`config.mk`:
```
export PLATFORM = sky130hd
export DESIGN_NAME = clb_cfg_loader
export DESIGN_NICKNAME = d
export VERILOG_FILES = /design/src/rtl/clb_cfg_loader.sv
export SDC_FILE = /design/constraint.sdc
export NUM_CORES = 1
export LEC_CHECK = 0
export BUFFER_PORTS_ARGS = -buffer_cell sky130_fd_sc_hd__buf_4
export CAP_MARGIN = 20
export CORE_MARGIN = 4
export CORE_UTILIZATION = 57
export DETAILED_ROUTE_END_ITERATION = 10
export HOLD_SLACK_MARGIN = 0.03
export MAX_ROUTING_LAYER = met4
export PLACE_DENSITY_LB_ADDON = 0.2
export SYNTH_ARGS = -nofsm -noshare
export SYNTH_HDL_FRONTEND = slang
export SYNTH_SLANG_ARGS = --single-unit
```
`constraint.sdc`:
```
create_clock -name K -period 2.2 [get_ports K]
set_input_delay 0.33 -clock K [delete_from_list [all_inputs] [get_ports K]]
set_output_delay 0.33 -clock K [all_outputs]
set_load 0.01 [all_outputs]
```
`src/rtl/clb_cfg_loader.sv`:
```
// -----------------------------------------------------------------------------
// clb_cfg_loader
//   Serial configuration loader (write side of the CLB config interface).
//   Hunts for the 8-bit preamble 8'b1111_0010 in the serial stream. It then
//   receives NUM_CLB frames. Each frame is a start '0', CFG_W data bits sent
//   MSB first, an optional parity bit, and a stop '1'. Each good frame is
//   delivered as one parallel word written to CLB config register CFG_ADDR.
//
//   Optional feature macro: CLB_CFG_PARITY_EN
//     defined   : each frame carries one even-parity bit after the data bits.
//                 A parity mismatch sends the loader to the error state.
//     undefined : there is no parity bit, and DATA goes straight to STOP.
//
// Ports
//   K         in   clock, rising edge
//   RST_N     in   asynchronous active-low reset
//   PROG_N    in   synchronous restart (0 = abort to HUNT, clear DONE/ERR)
//   DIN       in   serial config bit
//   DIN_VLD   in   DIN qualifier; 0 stalls all state and counters
//   CFG_DATA  out  config word for CLB CFG_ADDR, held until the next write
//   CFG_ADDR  out  target CLB index
//   CFG_WE    out  one-cycle write strobe
//   BUSY      out  frame reception in progress (DATA/PAR/STOP)
//   DONE      out  all NUM_CLB frames loaded (sticky until PROG_N/RST_N)
//   ERR       out  framing or parity error (sticky until PROG_N/RST_N)
// -----------------------------------------------------------------------------
module clb_cfg_loader #(
   parameter int CFG_W   = 37,
   parameter int NUM_CLB = 4,
   parameter int AW      = 2
) (
   input  logic             K,
   input  logic             RST_N,
   input  logic             PROG_N,
   input  logic             DIN,
   input  logic             DIN_VLD,
   output logic [CFG_W-1:0] CFG_DATA,
   output logic [AW-1:0]    CFG_ADDR,
   output logic             CFG_WE,
   output logic             BUSY,
   output logic             DONE,
   output logic             ERR
);

   localparam logic [7:0]     PREAMBLE = 8'b1111_0010;
   localparam int             BCW      = $clog2(CFG_W);
   localparam logic [BCW-1:0] LAST_BIT = BCW'(CFG_W - 1);
   localparam logic [AW-1:0]  LAST_CLB = AW'(NUM_CLB - 1);

`ifdef CLB_CFG_PARITY_EN
   typedef enum logic [2:0] {HUNT, START, DATA, PAR, STOP, DONE_S, ERR_S} state_t;
`else
   typedef enum logic [2:0] {HUNT, START, DATA, STOP, DONE_S, ERR_S} state_t;
`endif

   state_t             state, state_nxt;
   logic [7:0]         win;
   logic [7:0]         win_nxt;
   logic [CFG_W-1:0]   shift_reg;
   logic [BCW-1:0]     bit_ctr;
   logic [AW-1:0]      frame_ctr;
   logic               wr_frame;
`ifdef CLB_CFG_PARITY_EN
   logic               par_acc;
`endif

   // State register
   always_ff @(posedge K or negedge RST_N) begin
      if (!RST_N) state <= HUNT;
      else        state <= state_nxt;
   end

   // Next-state logic. wr_frame marks the clock that accepts a good stop bit.
   always_comb begin
      state_nxt = state;
      win_nxt   = {win[6:0], DIN};
      wr_frame  = 1'b0;
      if (DIN_VLD) begin
         case (state)
            HUNT:  if (win_nxt == PREAMBLE) state_nxt = START;
            START: if (!DIN) state_nxt = DATA;
            DATA: begin
               if (bit_ctr == LAST_BIT) begin
`ifdef CLB_CFG_PARITY_EN
                  state_nxt = PAR;
`else
                  state_nxt = STOP;
`endif
               end
            end
`ifdef CLB_CFG_PARITY_EN
            // Even parity: the XOR of the data bits and the parity bit must be 0.
            PAR:   state_nxt = (par_acc ^ DIN) ? ERR_S : STOP;
`endif
            STOP: begin
               if (DIN) begin
                  wr_frame  = 1'b1;
                  state_nxt = (frame_ctr == LAST_CLB) ? DONE_S : START;
               end else begin
                  state_nxt = ERR_S;
               end
            end
            default: ;
         endcase
      end
      // PROG_N overrides any bit accepted on the same clock.
      if (!PROG_N) begin
         state_nxt = HUNT;
         wr_frame  = 1'b0;
      end
   end

   // Datapath: preamble window, shift register, counters, output registers.
   always_ff @(posedge K or negedge RST_N) begin
      if (!RST_N) begin
         win       <= '0;
         shift_reg <= '0;
         bit_ctr   <= '0;
         frame_ctr <= '0;
         CFG_DATA  <= '0;
         CFG_ADDR  <= '0;
         CFG_WE    <= 1'b0;
`ifdef CLB_CFG_PARITY_EN
         par_acc   <= 1'b0;
`endif
      end else begin
         CFG_WE <= wr_frame;
         if (wr_frame) begin
            CFG_DATA <= shift_reg;
            CFG_ADDR <= frame_ctr;
            // The counter stops at the last frame; DONE_S absorbs anything after it.
            if (frame_ctr != LAST_CLB) frame_ctr <= frame_ctr + AW'(1);
         end
         if (!PROG_N) begin
            win       <= '0;
            bit_ctr   <= '0;
            frame_ctr <= '0;
         end else if (DIN_VLD) begin
            case (state)
               // Clear the window on a match so a later return to HUNT starts fresh.
               HUNT:  win <= (win_nxt == PREAMBLE) ? 8'h00 : win_nxt;
               START: begin
                  bit_ctr <= '0;
`ifdef CLB_CFG_PARITY_EN
                  par_acc <= 1'b0;
`endif
               end
               DATA: begin
                  shift_reg <= {shift_reg[CFG_W-2:0], DIN};
                  bit_ctr   <= bit_ctr + BCW'(1);
`ifdef CLB_CFG_PARITY_EN
                  par_acc   <= par_acc ^ DIN;
`endif
               end
               default: ;
            endcase
         end
      end
   end

`ifdef CLB_CFG_PARITY_EN
   assign BUSY = (state == DATA) || (state == PAR) || (state == STOP);
`else
   assign BUSY = (state == DATA) || (state == STOP);
`endif
   assign DONE = (state == DONE_S);
   assign ERR  = (state == ERR_S);

endmodule

```
Word-level counts from Yosys, hierarchy flattened:

Index checks and enable logic that the tools add are counted.

* flip-flop bits (word level): 95
* latch bits: 0
* bits in writable memories: 0
* ROM bits: 0
* input bits: 5
* output and inout bits: 43
* word-level logic and storage cells: 57
* memories: 0

* $add $sub $neg: 2
* multipliers: 0
* div/mod/pow operators: 0
* order comparisons: 0
* equality and inequality tests: 18
* shift operators: 0
* mux-type cells: 22
* bitwise logic cells: 0
* reduce and logical (&&, ||, !) cells: 7

Operator list (number)
* 7-bit two-way mux: 4
* 3-bit two-way mux: 7
* 6-bit two-way mux: 2
* 3-bit one-hot mux with 4 select lines: 1
* 6-bit one-hot mux with 2 select lines: 1
* 3-bit inequality test (second input constant): 3
* 8-bit equality test (second input constant): 1
* 2-bit by 1-bit inequality test with 1-bit output (second input constant): 4
* 6-bit by 1-bit adder with 6-bit output (second input constant): 1
* 3-bit by 2-bit equality test with 1-bit output (second input constant): 2
* 3-bit equality test (second input constant): 2
* 6-bit equality test (second input constant): 1
* 2-bit two-way mux: 3
* 2-bit AND reduction: 3
* 5-bit by 1-bit inequality test with 1-bit output (second input constant): 1
* 5-bit AND reduction: 1
* 1-bit two-way mux: 4
* 3-bit by 1-bit equality test with 1-bit output (second input constant): 1
* 3-bit logical NOT: 1
* 3-bit by 1-bit inequality test with 1-bit output (second input constant): 1
* 3-bit AND reduction: 1
* 2-bit by 1-bit adder with 2-bit output (second input constant): 1
* 2-bit equality test (second input constant): 1
* 2-bit inequality test (second input constant): 1
* 1-bit logical OR: 1

Longest topological paths before layout:

* word-level depth: 6
* gate-level depth with buffers: 7
* mapped depth without buffers: 5

Least setup slack after synthesis:

Ideal clock, no wire load.

* path kind: reg-to-reg
* from: reg state[0]
* to: reg shift_reg[11]
* library setup time: 0.125 ns
* arrival: 1.495 ns
* data required time: 2.075 ns
* path slack: 0.580 ns
* cell stages (with the launch flop): 8
* path buffers: 4
* period minus slack after synthesis: 1.620 ns
* cell sequence: dfrtp_1 -> buf_2 -> and4bb_1 -> buf_4 -> nand2_2 -> buf_6 -> buf_6 -> mux2_4

* cells in the longest elaborated chain, start to end: 2

Ends and longest elaborated chain
* start: declaration: line 56 `state_t state, state_nxt;`
* start signal: assignment: line 70 `else state <= state_nxt;`
* 3-bit by 2-bit equality test with 1-bit output: line 139 `case (state)`
* 3-bit AND reduction (no source line)
* end signal: assignment: line 149 `shift_reg <= {shift_reg[CFG_W-2:0], DIN};`
* end: declaration: line 59 `logic [CFG_W-1:0] shift_reg;`

No other way between the ends.
A chain may end at the register's enable or synchronous reset.

Final worst setup path:

* from: reg state[1]
* to: reg CFG_DATA[35]

* cells in the longest elaborated chain, start to end: 4

Ends and longest elaborated chain
* 3-bit by 2-bit equality test with 1-bit output: line 79 `case (state)`
* 1-bit two-way mux: line 79
* 1-bit two-way mux: line 78 `if (DIN_VLD) begin`
* 1-bit two-way mux: line 107 `if (!PROG_N) begin`
* end signal: assignment: line 129 `CFG_DATA <= shift_reg;`
* end: declaration: line 37 `output logic [CFG_W-1:0] CFG_DATA,`

No other way between the ends.

==> flow_summary_export.csv <==
group,metric,value,unit
timing,fmax,552,MHz
run,cap_viol_max_count,0,
route,vias_per_cell,5.57,
timing,skew,0.00750,ns
worst_setup_path,critical_path_class,"reg -> reg",
power,p_per_area,641,mW/mm^2
route,wl,6.55,mm
worst_setup_path,crit_path_top_delay_cell,"dfrtp_1",
timing,period_minus_slack,1.81,ns
cts,cts_made_buffers,9,
cts,h-tree-depth,3,
outcome,status,"finished, final reports clean",
synth,ys_warn_count,0,
finish,fin_nets,325,
route,drt_iter0_markers,68,
timing,max_slew_margin,67.8,%
worst_setup_path,crit_arrival,2.05,ns
global_routing,first_global_vias,2338,
global_routing,overflow,0,
power,max-vdd-ir-drop,0.419,mV
worst_setup_path,worstPathMaxFanout,31,
worst_setup_path,critical_path.top_delay_family,"flip-flops",
synth,synth_edf_count,0,
route,drtAntennaViolNets,0,
global_routing,grt_pass1_wl,11.6,mm
synth,syn_area_per_cell,14.8,sq um
route,vias,2222,
global_routing,grt_max_degree,43,
finish,drive_gt1_share,46.3,%
timing,rsz0062_at_grt,"no",
min_path,holdCritPathClass,"in -> reg",
finish,num-fill-cells,449,
synth,synth_most_common_cell,"dfrtp_1",
worst_setup_path,worstPathRequired,2.44,ns
place,dp.cells,382,
timing,slew_violations,0,
timing,tightest_slew,0.481,ns
synth,ys_seq_area_share,61.2,%
die,io_pins,48,
timing,final-setup-viol-count,0,
cts,cts.repair.resized,0,
route,drtPass1Iterations,4,
synth,ys_top_cells_by_area,"dfrtp_1, mux2_2, mux2_4, mux2i_1, buf_2",
route,post-route-drc-count,0,
timing,hold_violations,0,
place,routabilityCongestion,0.809,
cts,clockRootBuffer,"clkbuf_8",
synth,syn_area,0.00389,sq mm
die,die-area,0.00821,sq mm
synth,synth_fp_nets,271,
synth,synth_top_flop_cell,"dfrtp_1",
worst_setup_path,start_kind,"register",
cts,cts_buffer_depth,2,
worst_setup_path,slowest_delay,0.58,ns
synth,ys_top_cells_by_count,"dfrtp_1, mux2_2, buf_2, mux2_4, nand3_1",
synth,ys_ff_latch,95,
power,p_leak,2.37,nW
synth,synth_top_area_share,61.2,%
place,dpl.hpwl,4.45,mm
route,wire_per_inst,16.4,um
die,core_region_area,0.00649,sq mm
finish,fin_cells,399,
global_routing,antenna_found_initial,0,
cts,tritoncts,"done",
finish,diodes,0,
global_routing,grtUsageTotal,18.3,%
die,initial_core_util,59.9,%
synth,yosys.area.top_type,"dfrtp_1",
die,die_y,90.6,um
worst_setup_path,crit_chain,"nand2_1 -> nor3_2 -> buf_12 -> mux2_2",
place,io_buffer_count,47,
die,dieWidth,90.6,um
cts,clk-insertion-delay-late,0.35,ns
finish,area_growth,17.1,%
cts,holdBufCountCts,1,
synth,synth_cell_type_count,42,
synth,syn_inst,263,
timing,setup_tns,0,ns
cts,cts_sinks,95,
synth,postSynth.asyncResetShare,100,%
worst_setup_path,critPathBufInv,1,
worst_setup_path,critPathCaptureType,"register",
timing,min_period_over_period,82.4,%
cts,clk_pin_slew,0.09,ns
cts,cts_setup_buffers,0,
die,row_count,29,
==> final cells by class <==
cell class	instances	area (sq um)	area share (%)
clock buffers	12	155	3.41
repair buffers	56	448	9.84
flip-flops and latches	95	2380	52.2
inverters	5	18.8	0.412
multi-input cells	150	1420	31.2
clock inverters	4	37.5	0.825
well taps	77	96.3	2.12
==> layer usage <==
metal	track usage, %	up-vias	part of all wire, %
met5	-	-	0
met4	7.78	0	1.6
met3	3.00	11	2.7
met2	27.0	37	47
met1	25.2	1122	49
li1	-	1052	-
==> placed cells by master (no fill, tap or decap), drive strengths merged, types with 3 or more instances in the layout <==
| master | n |
|---|---|
| ha | 3 |
| nand2b | 3 |
| o211ai | 5 |
| nand3 | 8 |
| a22o | 4 |
| clkbuf | 12 |
| nor2 | 5 |
| buf | 55 |
| nand2 | 8 |
| mux2 | 76 |
| inv | 7 |
| mux2i | 5 |
| nor3 | 3 |
| dfrtp | 95 |
==> stage by stage <==
step | hold WS [ns] | power (mW) | worst slack (ns) | utilization, % | instance area (sq um)
after CTS | 0.262 | 2.95 | 0.380 | 70.1 | 4550
after global placement | 0.313 | 1.86 | 0.463 | 67.0 | 4350
after detailed placement | 0.321 | 1.86 | 0.419 | 67.0 | 4350
final | 0.281 | 2.92 | 0.388 | 70.1 | 4550
after global routing | 0.287 | 3.04 | 0.271 | 70.1 | 4550
after floorplan | 0.0344 | 1.80 | 0.580 | - | 3890
==> kinds of logic after synthesis <==
family	count (synthesis)	share of synthesized area (%)
multiplexers	81	24.1
adder cells (fa/ha/maj)	3	0.966
AO/OA/AOI/OAI	20	3.99
AND/OR/NAND/NOR	44	6.89
buffers and inverters	18	2.48
XOR/XNOR	2	0.451
flip-flops	95	61.2
==> path summary, 6_finish.rpt <==
check,start,end,slack (ns),depth (start not counted)
hold / removal,PROG_N,frame_ctr[0]$_DFFE_PN0P_,0.28,3
setup reg to reg,state[1]$_DFFE_PN0P_,CFG_DATA[35]$_DFFE_PN0P_,0.39,4
hold reg to reg,CFG_DATA[1]$_DFFE_PN0P_,CFG_DATA[1]$_DFFE_PN0P_,0.50,1
min in group asynchronous,RST_N,CFG_ADDR[0]$_DFFE_PN0P_,0.47,2
setup / recovery,state[1]$_DFFE_PN0P_,CFG_DATA[35]$_DFFE_PN0P_,0.39,4
max in group asynchronous,RST_N,shift_reg[36]$_DFFE_PN0P_,1.08,3
==> worst min-delay path: stages <==
cell and delay, ns:
buf_4 0.15, nand2_1 0.06, mux2i_1 0.05
==> power by group <==
part	internal [mW]	switching [mW]	leakage, nW
sequential	1.75	0.00240	1.33
clock	0.490	0.604	0.0991
combinational	0.0207	0.0538	0.939
Power figures use the tool's default switching activity.
